<file path="config.mk">
export PLATFORM = sky130hd
export DESIGN_NAME = usb_tx_ctrl
export DESIGN_NICKNAME = d
export VERILOG_FILES = /design/src/rtl/usb_tx_pkg.sv /design/src/rtl/usb_crc16.sv /design/src/rtl/usb_tx_ctrl.sv
export SDC_FILE = /design/constraint.sdc
export NUM_CORES = 1
export LEC_CHECK = 0
export BUFFER_PORTS_ARGS = -buffer_cell sky130_fd_sc_hd__buf_2
export CAP_MARGIN = 30
export CORE_MARGIN = 2
export CORE_UTILIZATION = 50
export CTS_CLUSTER_SIZE = 30
export DETAILED_ROUTE_END_ITERATION = 8
export PLACE_DENSITY = 0.69
export SETUP_SLACK_MARGIN = 0.5
export SLEW_MARGIN = 20
export SYNTH_ARGS = -nofsm -noshare
export SYNTH_HDL_FRONTEND = slang
export SYNTH_SLANG_ARGS = --single-unit
</file>
<file path="constraint.sdc">
create_clock -name clk -period 2.85 [get_ports clk]
set_clock_uncertainty 0.1 [all_clocks]
set_input_delay 0.57 -clock clk [delete_from_list [all_inputs] [get_ports clk]]
set_output_delay 0.57 -clock clk [all_outputs]
set_load 0.05 [all_outputs]
</file>
<file path="src/rtl/usb_tx_pkg.sv">
// Shared types and constants for the USB full-speed byte-level transmit sequencer.
package usb_tx_pkg;

    localparam int unsigned MAX_PKT_DEF = 64;
    localparam int unsigned OCC_W_DEF   = 7;
    localparam int unsigned BYTE_W      = 8;
    localparam int unsigned CRC_W       = 16;

    typedef enum logic [2:0] {
        CMD_NONE  = 3'd0,
        CMD_DATA0 = 3'd1,
        CMD_ACK   = 3'd2,
        CMD_NAK   = 3'd3,
        CMD_STALL = 3'd4
    } tx_cmd_e;

    localparam logic [BYTE_W-1:0] PID_DATA0 = 8'hC3;
    localparam logic [BYTE_W-1:0] PID_ACK   = 8'hD2;
    localparam logic [BYTE_W-1:0] PID_NAK   = 8'h5A;
    localparam logic [BYTE_W-1:0] PID_STALL = 8'h1E;
    localparam logic [BYTE_W-1:0] SYNC_BYTE = 8'h80;

    localparam logic [CRC_W-1:0] CRC16_POLY_R = 16'hA001;
    localparam logic [CRC_W-1:0] CRC16_INIT   = 16'hFFFF;

    typedef enum logic [3:0] {
        ST_IDLE   = 4'd0,
        ST_SYNC   = 4'd1,
        ST_PID    = 4'd2,
        ST_FETCH  = 4'd3,
        ST_WAITRD = 4'd4,
        ST_DATA   = 4'd5,
        ST_CRC_LO = 4'd6,
        ST_CRC_HI = 4'd7,
        ST_EOP    = 4'd8
    } tx_state_e;

    // Reflected CRC16 over one byte, LSB first.
    function automatic logic [CRC_W-1:0] crc16_byte(input logic [CRC_W-1:0] crc,
                                                    input logic [BYTE_W-1:0] data);
        logic [CRC_W-1:0] c;
        c = crc;
        for (int i = 0; i < 8; i++) begin
            c = (c[0] ^ data[i]) ? ((c >> 1) ^ CRC16_POLY_R) : (c >> 1);
        end
        return c;
    endfunction

endpackage

</file>
<file path="src/rtl/usb_crc16.sv">
// Byte-wide USB CRC16 register; crc_next_c exposes the value loaded on the next edge.
module usb_crc16
    import usb_tx_pkg::*;
(
    input  logic              clk,
    input  logic              clear,
    input  logic              enable,
    input  logic [BYTE_W-1:0] data,
    output logic [CRC_W-1:0]  crc,
    output logic [CRC_W-1:0]  crc_next_c
);

    always_comb begin
        crc_next_c = crc;
        if (clear) begin
            crc_next_c = CRC16_INIT;
        end else if (enable) begin
            crc_next_c = crc16_byte(crc, data);
        end
    end

    always_ff @(posedge clk) begin
        crc <= crc_next_c;
    end

endmodule

</file>
<file path="src/rtl/usb_tx_ctrl.sv">
// USB full-speed TX byte sequencer: SYNC, PID, payload and CRC16 bytes to the serializer, then EOP.
module usb_tx_ctrl
    import usb_tx_pkg::*;
#(
    parameter int unsigned MAX_PKT = MAX_PKT_DEF,
    parameter int unsigned OCC_W   = OCC_W_DEF
) (
    input  logic              clk,
    input  logic              rst,
    input  logic [2:0]        tx_packet,
    input  logic [OCC_W-1:0]  buffer_occupancy,
    input  logic [BYTE_W-1:0] tx_packet_data,
    input  logic              byte_ready,
    input  logic              eop_ack,
    output logic              get_tx_packet_data,
    output logic [BYTE_W-1:0] tx_byte,
    output logic              byte_valid,
    output logic              eop_req,
    output logic              tx_transfer_active,
    output logic              tx_error
);

    tx_state_e         state, state_next;
    logic [BYTE_W-1:0] pid_q, pid_c;
    logic              is_data_q;
    logic [OCC_W-1:0]  len_q, cnt_q;
    logic              xfer_c, cmd_ok_c, cmd_bad_c, accept_c;
    logic [CRC_W-1:0]  crc, crc_next_c;
    logic              crc_clear_c, crc_en_c;

    logic              get_d, valid_d, eop_d, active_d, error_d;
    logic [BYTE_W-1:0] byte_d;

    assign xfer_c      = byte_valid & byte_ready;
    assign accept_c    = (state == ST_IDLE) && cmd_ok_c;
    assign crc_clear_c = rst | ((state == ST_EOP) && eop_ack);
    assign crc_en_c    = (state == ST_DATA) && xfer_c;

    usb_crc16 u_crc (
        .clk        (clk),
        .clear      (crc_clear_c),
        .enable     (crc_en_c),
        .data       (tx_byte),
        .crc        (crc),
        .crc_next_c (crc_next_c)
    );

    // Command decode: PID selection and rejection of illegal / oversize requests.
    always_comb begin
        cmd_ok_c  = 1'b0;
        cmd_bad_c = 1'b0;
        pid_c     = PID_ACK;
        case (tx_packet)
            CMD_NONE: ;
            CMD_DATA0: begin
                if (buffer_occupancy > OCC_W'(MAX_PKT)) begin
                    cmd_bad_c = 1'b1;
                end else begin
                    cmd_ok_c = 1'b1;
                    pid_c    = PID_DATA0;
                end
            end
            CMD_ACK:   begin cmd_ok_c = 1'b1; pid_c = PID_ACK;   end
            CMD_NAK:   begin cmd_ok_c = 1'b1; pid_c = PID_NAK;   end
            CMD_STALL: begin cmd_ok_c = 1'b1; pid_c = PID_STALL; end
            default:   cmd_bad_c = 1'b1;
        endcase
    end

    always_ff @(posedge clk) begin
        if (rst) begin
            state <= ST_IDLE;
        end else begin
            state <= state_next;
        end
    end

    always_comb begin
        state_next = state;
        case (state)
            ST_IDLE:   if (cmd_ok_c) state_next = ST_SYNC;
            ST_SYNC:   if (xfer_c) state_next = ST_PID;
            ST_PID: begin
                if (xfer_c) begin
                    if (!is_data_q)          state_next = ST_EOP;
                    else if (len_q == '0)    state_next = ST_CRC_LO;
                    else                     state_next = ST_FETCH;
                end
            end
            ST_FETCH:  state_next = ST_WAITRD;
            ST_WAITRD: state_next = ST_DATA;
            ST_DATA: begin
                if (xfer_c) begin
                    state_next = (cnt_q + OCC_W'(1) == len_q) ? ST_CRC_LO : ST_FETCH;
                end
            end
            ST_CRC_LO: if (xfer_c) state_next = ST_CRC_HI;
            ST_CRC_HI: if (xfer_c) state_next = ST_EOP;
            ST_EOP:    if (eop_ack) state_next = ST_IDLE;
            default:   state_next = ST_IDLE;
        endcase
    end

    // Output values for the next cycle; tx_byte is loaded only on state entry so it holds while waiting.
    always_comb begin
        get_d    = 1'b0;
        valid_d  = 1'b0;
        eop_d    = 1'b0;
        byte_d   = tx_byte;
        active_d = (state_next != ST_IDLE);
        error_d  = (state == ST_IDLE) && cmd_bad_c;
        case (state_next)
            ST_SYNC: begin
                valid_d = 1'b1;
                byte_d  = SYNC_BYTE;
            end
            ST_PID: begin
                valid_d = 1'b1;
                byte_d  = pid_q;
            end
            ST_FETCH: get_d = 1'b1;
            ST_DATA: begin
                valid_d = 1'b1;
                if (state == ST_WAITRD) byte_d = tx_packet_data;
            end
            ST_CRC_LO: begin
                valid_d = 1'b1;
                if (state != ST_CRC_LO) byte_d = ~crc_next_c[7:0];
            end
            ST_CRC_HI: begin
                valid_d = 1'b1;
                if (state != ST_CRC_HI) byte_d = ~crc[15:8];
            end
            ST_EOP: eop_d = 1'b1;
            default: ;
        endcase
    end

    always_ff @(posedge clk) begin
        if (rst) begin
            get_tx_packet_data <= 1'b0;
            tx_byte            <= '0;
            byte_valid         <= 1'b0;
            eop_req            <= 1'b0;
            tx_transfer_active <= 1'b0;
            tx_error           <= 1'b0;
        end else begin
            get_tx_packet_data <= get_d;
            tx_byte            <= byte_d;
            byte_valid         <= valid_d;
            eop_req            <= eop_d;
            tx_transfer_active <= active_d;
            tx_error           <= error_d;
        end
    end

    // Packet context latched at command acceptance; payload counter advances per sent data byte.
    always_ff @(posedge clk) begin
        if (rst) begin
            pid_q     <= '0;
            is_data_q <= 1'b0;
            len_q     <= '0;
            cnt_q     <= '0;
        end else if (accept_c) begin
            pid_q     <= pid_c;
            is_data_q <= (tx_packet == CMD_DATA0);
            len_q     <= (tx_packet == CMD_DATA0) ? buffer_occupancy : '0;
            cnt_q     <= '0;
        end else if (crc_en_c) begin
            cnt_q     <= cnt_q + OCC_W'(1);
        end
    end

endmodule

</file>
==> results of run 1 <==
cell usage after synthesis, types with 8 or more instances:
master | count | area (um2)
mux2i_1 | 10 | 100
a22o_1 | 8 | 70.1
nor2_1 | 25 | 93.8
a21oi_1 | 14 | 70.1
nand2_1 | 35 | 131
xnor2_1 | 24 | 210
nand3_1 | 8 | 40.0
xor2_1 | 9 | 78.8
dfxtp_1 | 55 | 1100
o211ai_1 | 12 | 90.1
flip-flops by register name, indices dropped and copies added, names as in the netlist:
signal,cells
is_data_q,1
pid_q,7
tx_transfer_active,1
eop_req,1
byte_valid,1
len_q,7
state,4
tx_byte,8
cnt_q,7
u_crc.crc,16
tx_error,1
get_tx_packet_data,1
cell families after synthesis:
kind of cell,count (synthesis),synth area share [%]
multiplexers,10,3.46
AO/OA/AOI/OAI,75,20.8
XOR/XNOR,35,11.3
adder cells (fa/ha/maj),1,0.432
flip-flops,55,38.1
buffers and inverters,23,5.32
AND/OR/NAND/NOR,114,20.6
metrics by stage:
| stage | worst slack [ns] | total power [W] | setup TNS, ns | hold WS [ns] | utilization [%] |
|---|---|---|---|---|---|
| 6_report | 0.207 | 0.00161 | 0 | 0.368 | 64.8 |
| 2_1_floorplan | 0.0470 | 0.00104 | 0 | 0.325 | - |
| 5_1_grt | 0.0816 | 0.00168 | 0 | 0.389 | 64.8 |
| 3_5_place_dp | -0.138 | 0.00112 | -1.13 | 0.351 | 58.5 |
| 3_3_place_gp | -0.0979 | 0.00112 | -0.701 | 0.346 | 58.5 |
| 4_1_cts | 0.190 | 0.00159 | 0 | 0.367 | 62.1 |
cell usage in the layout, fill, tap and decap left out, drive strengths merged, types with 2 or more instances in the layout:
cell type / instances
nand3b: 4
nor3b: 4
o2bb2ai: 7
mux2i: 10
clkbuf: 5
and3: 3
nor2b: 5
a311oi: 2
xor2: 9
a21oi: 14
dfxtp: 55
xnor2: 25
o31a: 3
nor2: 26
a31oi: 3
and2: 3
nand4: 3
clkinv: 2
o31ai: 2
nand2: 36
inv: 8
nand2b: 3
buf: 74
o211ai: 12
a211oi: 5
a22o: 8
nor3: 7
o21ai: 4
a21o: 3
a222oi: 7
o21bai: 2
nand3: 9
or3: 2
nor4: 3
path summary, 6_finish.rpt:
check,end,depth (start not counted),from,slack [ns]
worst min-delay path,pid_q[1],2,pid_q[1],0.37
worst max-delay path,tx_byte[0],12,buffer_occupancy[0],0.21
worst max register to register,tx_byte[0],10,cnt_q[0],0.24
worst min register to register,pid_q[1],2,pid_q[1],0.37
power groups by stage:
stage          clock network, W  logic [W]  registers, W
2_1_floorplan                 0   0.000185      0.000858
3_3_place_gp                  0   0.000290      0.000828
3_5_place_dp                  0   0.000293      0.000829
4_1_cts                0.000457   0.000320      0.000811
5_1_grt                0.000490   0.000379      0.000814
6_report               0.000441   0.000356      0.000811
metal layers:
| metal | GRT usage (%) | vias up |
|---|---|---|
| met2 | 37.5 | 58 |
| met1 | 28.8 | 1208 |
| li1 | - | 1260 |
| met4 | 9.15 | 0 |
| met3 | 3.82 | 20 |
| met5 | 0 | - |
worst min-delay path, delay by kind of cell (launching register included):
| kind | cells | cell delay, ns |
|---|---|---|
| AOI/OAI and AO/OA | 1 | 0.05 |
| buffers and inverters | 1 | 0.05 |
| DFF | 1 | 0.33 |
final cells by class:
type	count	area, um2	share of cell area, %
well taps	72	90.1	2.51
clock buffers	5	68.8	1.92
inverters	7	26.3	0.731
clock inverters	3	22.5	0.627
multi-input cells	235	1770	49.4
flip-flops and latches	55	1100	30.8
repair buffers	74	507	14.1
repair_timing:
action                                  in CTS  in global routing
buffers inserted                             6                  5
pin swaps                                   13                 21
gates resized for setup                     15                 24
endpoints found under the setup margin      20                 22
==> impl_metrics.ini, run 1 <==
[finish]
nFillCells = 477
fin_nets = 401
final_area_mm2 = 0.00359
area_growth_pct = 24.2
drive_gt1_share_pct = 31.9
layoutNonFillerInstCount = 451
diodes = 0

[sta]
fmax_mhz = 378
fin_crit_ns = 2.64
finalCritPeriodShare_pct = 92.7
worst_pin_slew_ns = 0.522
final-setup-viol-count = 0
drv_slew = 0
relSlewSlack_pct = 65.1
rsz0062_at_grt = true
hold_viol = 0

[floorplanning]
die_w_um = 80.1
rows = 27
io_pins = 35
dieArea_mm2 = 0.00641
die_h_um = 80.1
core_area_mm2 = 0.00554
start_util_pct = 52.2

[worst_setup_path]
cp.required_ns = 3.00
criticalPathCategory = in2reg
crit_top_cell = buf_6
start_kind = input port
worstPathArrival_ns = 2.80
cpPeakStageDelay_ns = 0.51
critPathCaptureType = register
crit_fanout = 6
cp_num_buf_inv = 3
critical_path.cell_chain = buf_6 -> or4_4 -> o31a_1 -> nor3b_2 -> o21bai_2 -> o21a_4 -> o21ai_4 -> buf_6 -> mux2i_2 -> nand3b_1 -> buf_6 -> o2bb2ai_1
cp_top_family = simple AND/OR/NAND/NOR gates
cp_slowest_cell = or4_4

[route]
drtIter0Drc = 124
viasPerCell = 5.65
wl_um = 6930
drt_pass1_iterations = 4
wl_met2_um = 3280
wl_met1_um = 3170
drtAntennaViolNets = 0
wl_met3_um = 252
drc = 0
wl_per_cell_um = 15.4
maxUsedRoutingLayer = met4
vias = 2546

[logic_synthesis]
synth_flop_cell = dfxtp_1
synth_seq_cells = 55
synthCells = 313
ys_seq_area_share_pct = 38.1
synth_nets = 336
synth_cell_types = 59
yosys_warnings = 0
synth_edf_count = 0
postSynthAreaPerCell_um2 = 9.24
syn_area_mm2 = 0.00289
async_reset_ff_share_pct = 0

[global_routing]
grt_pass1_vias = 2454
grt_max_degree = 23
antenna_found_initial = 0
grt_overflow = 0
grt_first_pass_wirelength_um = 11200
grt_usage_pct = 22.5

[clock_network]
cts_tree = built
clock_tree.root_cell = clkbuf_8
insertion_delay_ns = 0.31
cts_num_sinks = 55
cts_hold_buffers = 0
clock_path_buffers = 2
clk_pin_slew_worst_paths_ns = 0.10
htreeDepth = 2
cts_inserted_buffers = 5

[pwr]
pwr-share-seq_pct = 50.5
combinationalPowerShare_pct = 22.1
ir_drop_v = 0.000315
internal_power_w = 0.00113
p_per_area_mw_per_mm2 = 448
p_sw_w = 0.000477
clkPwrFrac_pct = 27.4
swShare_pct = 29.7
p_leak_nw = 1.46

[placement]
routabilityCongestion = 0.902
io_buffers = 34
dp_hpwl_um = 5080
place_area_mm2 = 0.00324
dpl.cell_count = 432

[run_status]
outcome = finished clean

[run]
cap_violations = 0

[min_path]
hold_path.class = reg2reg
Note: power is estimated with default switching activity, not from simulation.
==> run 2, diff against run 1 <==
--- a/config.mk
+++ b/config.mk
@@ -5,13 +5,14 @@
 export SDC_FILE = /design/constraint.sdc
 export NUM_CORES = 1
 export LEC_CHECK = 0
+export ABC_AREA = 1
 export BUFFER_PORTS_ARGS = -buffer_cell sky130_fd_sc_hd__buf_2
 export CAP_MARGIN = 30
 export CORE_MARGIN = 2
 export CORE_UTILIZATION = 50
 export CTS_CLUSTER_SIZE = 30
 export DETAILED_ROUTE_END_ITERATION = 8
-export PLACE_DENSITY = 0.69
+export PLACE_DENSITY = 0.68
 export SETUP_SLACK_MARGIN = 0.5
 export SLEW_MARGIN = 20
 export SYNTH_ARGS = -nofsm -noshare
==> impl_metrics.ini, run 2 <==
[run_status]
outcome = finished clean

[pwr]
p_sw_w = 0.000466
clkPwrFrac_pct = 30.1
p_per_area_mw_per_mm2 = 404
swShare_pct = 30.2
pwr-share-seq_pct = 52.2
ir_drop_v = 0.000309
p_leak_nw = 1.67
combinationalPowerShare_pct = 17.8
internal_power_w = 0.00108

[finish]
top_register = u_crc.crc
utilization_pct = 60.9
area_growth_pct = 19.8
final_area_mm2 = 0.00382
final_cell_mix = 98 x nand2_1, 50 x inv_1, 47 x dfxtp_1
mostFrequentLayoutCell = nand2_1
layoutNonFillerInstCount = 588
fin_nets = 533
top_regs = u_crc.crc (16), tx_byte (8)
largest_reg_flops = 16
drive_gt1_share_pct = 28.8
diodes = 0

[worst_setup_path]
crit_top_cell = nand2_1
crit_fanout = 7
cp.required_ns = 3.00
criticalPathCategory = reg2reg
start_kind = register
worstPathArrival_ns = 2.59
cpPeakStageDelay_ns = 0.48
cp_slowest_cell = dfxtp_1
critPathCaptureType = register
critical_path.cell_chain = nand4_1 -> o21ai_2 -> nand2_1 -> nand2_1 -> nand2_1 -> nor2_1 -> nand2_1 -> nand2_2 -> nand2_2 -> nand2_4 -> nand4_4 -> o21ai_4 -> nor2_8 -> inv_8 -> nand2_2 -> a21oi_2

[route]
vias = 3114
drt_pass1_iterations = 4
maxUsedRoutingLayer = met4
wl_met1_um = 3640
wl_per_cell_um = 13.1
drtIter0Drc = 147
wl_met2_um = 3620
viasPerCell = 5.30
wl_met3_um = 332
drc = 0
wl_um = 7690
drtAntennaViolNets = 0

[logic_synthesis]
yosysTopAreaCell = dfxtp_1
synth_edf_count = 0
syn_area_mm2 = 0.00319
postSynthAreaPerCell_um2 = 6.97
synth.most_common_cell = nand2_1
synth_top_area_share_pct = 34.5
yosys_warnings = 0
async_reset_ff_share_pct = 0
synth_flop_cell = dfxtp_1
synth_commonest_cells = 103 x nand2_1, 55 x dfxtp_1, 51 x inv_1, 38 x nor2_1, 36 x nand3_1
synthCells = 458
synth_cell_types = 43
synth_nets = 481
synth_seq_cells = 55
ys_seq_area_share_pct = 34.5
synth_area_leaders = dfxtp_1 34%, nand2_1 12%, inv_1 6.0%, nand3_1 5.6%, nor2_1 4.5%

[floorplanning]
rows = 29
start_util_pct = 50.9
die_h_um = 83.9
io_pins = 35
core_area_mm2 = 0.00628
die_w_um = 83.9
dieArea_mm2 = 0.00704

[clock_network]
cts_num_sinks = 55
htreeDepth = 2
cts_tree = built
insertion_delay_ns = 0.31
clock_path_buffers = 2
cts_inserted_buffers = 5
cts_hold_buffers = 0
clk_pin_slew_worst_paths_ns = 0.10
clock_tree.root_cell = clkbuf_8

[sta]
final-setup-viol-count = 0
fin_crit_ns = 2.44
fmax_mhz = 410
drv_slew = 0
finalSetupTns_ns = 0
finalCritPeriodShare_pct = 85.6
rsz0062_at_grt = true
relSlewSlack_pct = 48.8
hold_viol = 0
worst_pin_slew_ns = 0.767
hold_ws_ns = 0.374

[min_path]
hold_path.class = reg2reg

[global_routing]
grt_overflow = 0
grt_pass1_vias = 3015
grt_usage_pct = 23.2
antenna_found_initial = 0
grt_first_pass_wirelength_um = 13500
grt_max_degree = 30

[placement]
io_buffers = 34
dpl.cell_count = 568
routabilityCongestion = 0.894
place_area_mm2 = 0.00350
dp_hpwl_um = 5730

[run]
cap_violations = 0
[run 2: worst max-delay path: cells and delay by family, from the launching register on]
family	cells	cell delay, ns
and+or+nand+nor	12	1.10
buffers and inverters	1	0.09
DFF	1	0.48
AOI/OAI and AO/OA	3	0.61
[run 2: path summary, 6_finish.rpt]
path,from,end,slack [ns],depth (start not counted)
hold reg to reg,pid_q[4],pid_q[4],0.37,2
setup reg to reg,cnt_q[3],tx_byte[4],0.41,16
setup / recovery,cnt_q[3],tx_byte[4],0.41,16
hold / removal,pid_q[4],pid_q[4],0.37,2
[run 2: cells by family (layout without fill, tap and decap cells)]
group / count (synthesis) / after routing / synth area share [%]
and+or+nand+nor: 228 / 229 / 34.6
AOI/OAI and AO/OA: 85 / 85 / 16.9
buffers and inverters: 74 / 126 / 9.25
DFF: 55 / 55 / 34.5
xor gates and xnor gates: 15 / 15 / 4.35
adders and majority gates: 1 / 1 / 0.392
[run 2: what timing repair did]
action                                  CTS  global route
endpoints found under the setup margin    8            13
pin swaps                                 9            12
endpoints found under the hold margin     0             0
buffers inserted                          9             2
gates cloned                              1             0
gates resized for setup                  13            17
[run 2: power groups by stage]
| stage | combinational [W] | clock [W] | sequential [W] |
|---|---|---|---|
| final | 0.000275 | 0.000465 | 0.000806 |
| after detailed placement | 0.000244 | 0 | 0.000824 |
| after floorplan | 0.000154 | 0 | 0.000848 |
| after CTS | 0.000270 | 0.000478 | 0.000806 |
| after global placement | 0.000241 | 0 | 0.000824 |
| after global routing | 0.000301 | 0.000502 | 0.000810 |
[run 2: metal layers]
layer,global-route usage (%),vias up
li1,-,1601
met1,30.5,1427
met2,38.8,77
met3,4.25,9
met4,6.45,0
met5,0,-
[run 2: layout make-up]
class	instances	area [um2]
multi-input cells	330	1920
clock buffers	6	82.6
repair buffers	52	330
well taps	77	96.3
inverters	66	263
clock inverters	2	16.3
fillers	569	2450
flip-flops and latches	55	1110
[run 2: stage by stage]
stage	worst slack, ns	power (W)
after global routing	0.226	0.00161
after floorplan	0.470	0.00100
after global placement	0.194	0.00106
after detailed placement	0.157	0.00107
final	0.411	0.00155
after CTS	0.413	0.00155
==> run 3, diff against run 2 <==
--- a/config.mk
+++ b/config.mk
@@ -9,12 +9,11 @@
 export BUFFER_PORTS_ARGS = -buffer_cell sky130_fd_sc_hd__buf_2
 export CAP_MARGIN = 30
 export CORE_MARGIN = 2
-export CORE_UTILIZATION = 50
+export CORE_UTILIZATION = 47
 export CTS_CLUSTER_SIZE = 30
 export DETAILED_ROUTE_END_ITERATION = 8
-export PLACE_DENSITY = 0.68
+export PLACE_DENSITY = 0.65
 export SETUP_SLACK_MARGIN = 0.5
-export SLEW_MARGIN = 20
 export SYNTH_ARGS = -nofsm -noshare
 export SYNTH_HDL_FRONTEND = slang
 export SYNTH_SLANG_ARGS = --single-unit
==> impl_metrics.ini, run 3 (synthesized netlist as in run 2, its figures left out) <==
[clock_network]
clk_pin_slew_worst_paths_ns = 0.12
htreeDepth = 2
cts_inserted_buffers = 5
clock_tree.root_cell = clkbuf_8
insertion_delay_ns = 0.31
clock_path_buffers = 2
cts_num_sinks = 55
cts_tree = built
cts_hold_buffers = 0

[finish]
top_regs = u_crc.crc (16), tx_byte (8)
diodes = 0
multi_input_area_mm2 = 0.00188
final_area_mm2 = 0.00377
fin_nets = 528
area_growth_pct = 18.0
largest_reg_flops = 16
ff_latch_area_mm2 = 0.00111
nFillCells = 668
top_register = u_crc.crc
mostFrequentLayoutCell = nand2_1
final_cell_mix = 97 x nand2_1, 51 x inv_1, 48 x dfxtp_1
drive_gt1_share_pct = 26.5

[sta]
fin_crit_ns = 2.49
hold_viol = 0
drv_slew = 0
rsz0062_at_grt = true
worst_pin_slew_ns = 0.770
relSlewSlack_pct = 48.6
fmax_mhz = 401
finalCritPeriodShare_pct = 87.4
finalSetupTns_ns = 0
final-setup-viol-count = 0

[placement]
io_buffers = 34
routabilityCongestion = 0.896
dp_hpwl_um = 5830
place_area_mm2 = 0.00351

[route]
drtAntennaViolNets = 0
viasPerCell = 5.27
vias = 3086
wl_um = 7660
wl_per_cell_um = 13.1
drt_pass1_iterations = 5
drtIter0Drc = 193
drc = 0

[floorplanning]
core_area_mm2 = 0.00668
rows = 30
die_w_um = 86.4
dieArea_mm2 = 0.00747
start_util_pct = 47.8
die_h_um = 86.4
io_pins = 35

[global_routing]
grt_pass1_vias = 2868
grt_usage_pct = 21.9
grt_max_degree = 30
grt_overflow = 0
antenna_found_initial = 0
grt_first_pass_wirelength_um = 13100

[worst_setup_path]
crit_top_cell = nand2_2
rrSetupSlack_ns = 0.36
cp.required_ns = 3.00
cp_slowest_cell = dfxtp_4
worstPathArrival_ns = 2.65
start_kind = register
criticalPathCategory = reg2reg
cpPeakStageDelay_ns = 0.37
reg2reg_depth = 14
critical_path.cell_chain = buf_4 -> nand3_1 -> xor2_1 -> nor2_1 -> nor3_1 -> nand2_1 -> nand2_2 -> nand2_2 -> nand2_4 -> nand4_4 -> buf_12 -> o21ai_0 -> o21ai_2 -> a21oi_2
crit_fanout = 7
critPathCaptureType = register

[run]
cap_violations = 0

[min_path]
hold_depth = 2
hold_path.class = reg2reg

[pwr]
ir_drop_v = 0.000276
p_per_area_mw_per_mm2 = 428
p_leak_nw = 1.66
power_w = 0.00161

[run_status]
outcome = finished clean
[run 3: what timing repair did]
item / CTS / global route
pin swaps: 7 / 10
setup endpoints to repair: 8 / 9
resized for setup: 10 / 10
cloned: 1 / 0
setup buffers: 5 / 0
[run 3: report_power, final]
group | leakage [nW] | switching [W] | internal [W] | total (W)
logic | 1.15 | 0.000179 | 0.0000797 | 0.000259
clock network | 0.0587 | 0.000283 | 0.000267 | 0.000550
registers | 0.450 | 0.0000152 | 0.000789 | 0.000804
total | 1.66 | 0.000477 | 0.00114 | 0.00161
[run 3: metrics by stage]
| stage | utilization, % | hold slack, ns | instances | setup WS [ns] |
|---|---|---|---|---|
| 3_5_place_dp | 52.6 | 0.358 | 572 | 0.205 |
| 5_1_grt | 56.4 | 0.409 | 586 | 0.190 |
| 3_3_place_gp | 52.6 | 0.355 | 572 | 0.248 |
| 6_report | 56.4 | 0.373 | 586 | 0.358 |
| 4_1_cts | 56.0 | 0.374 | 586 | 0.397 |
| 2_1_floorplan | - | 0.339 | 458 | 0.470 |
[run 3: final timing paths]
check	start	to
max reg2reg	cnt_q[1]	tx_byte[2]
max	cnt_q[1]	tx_byte[2]
min	pid_q[4]	pid_q[4]
min reg2reg	pid_q[4]	pid_q[4]
[run 3: cell type report]
cell class | instances | share of cell area [%]
Multi-Input combinational cell | 330 | 49.9
Inverter | 66 | 6.97
Clock buffer | 5 | 1.83
Sequential cell | 55 | 29.6
Timing Repair Buffer | 47 | 7.77
Tap cell | 80 | 2.66
Clock inverter | 3 | 1.26
[run 3: per-layer routing]
layer	track usage, %	wire length, um
met2	36.2	3680
met1	29.8	3570
met5	0	0
met4	5.26	111
met3	3.62	302
[run 3: critical path: cells and delay by family, from the launching register on]
| kind | cells | cell delay, ns |
|---|---|---|
| buf+inv | 2 | 0.30 |
| xor+xnor | 1 | 0.27 |
| flops | 1 | 0.37 |
| simple gates | 8 | 0.91 |
| compound gates | 3 | 0.50 |
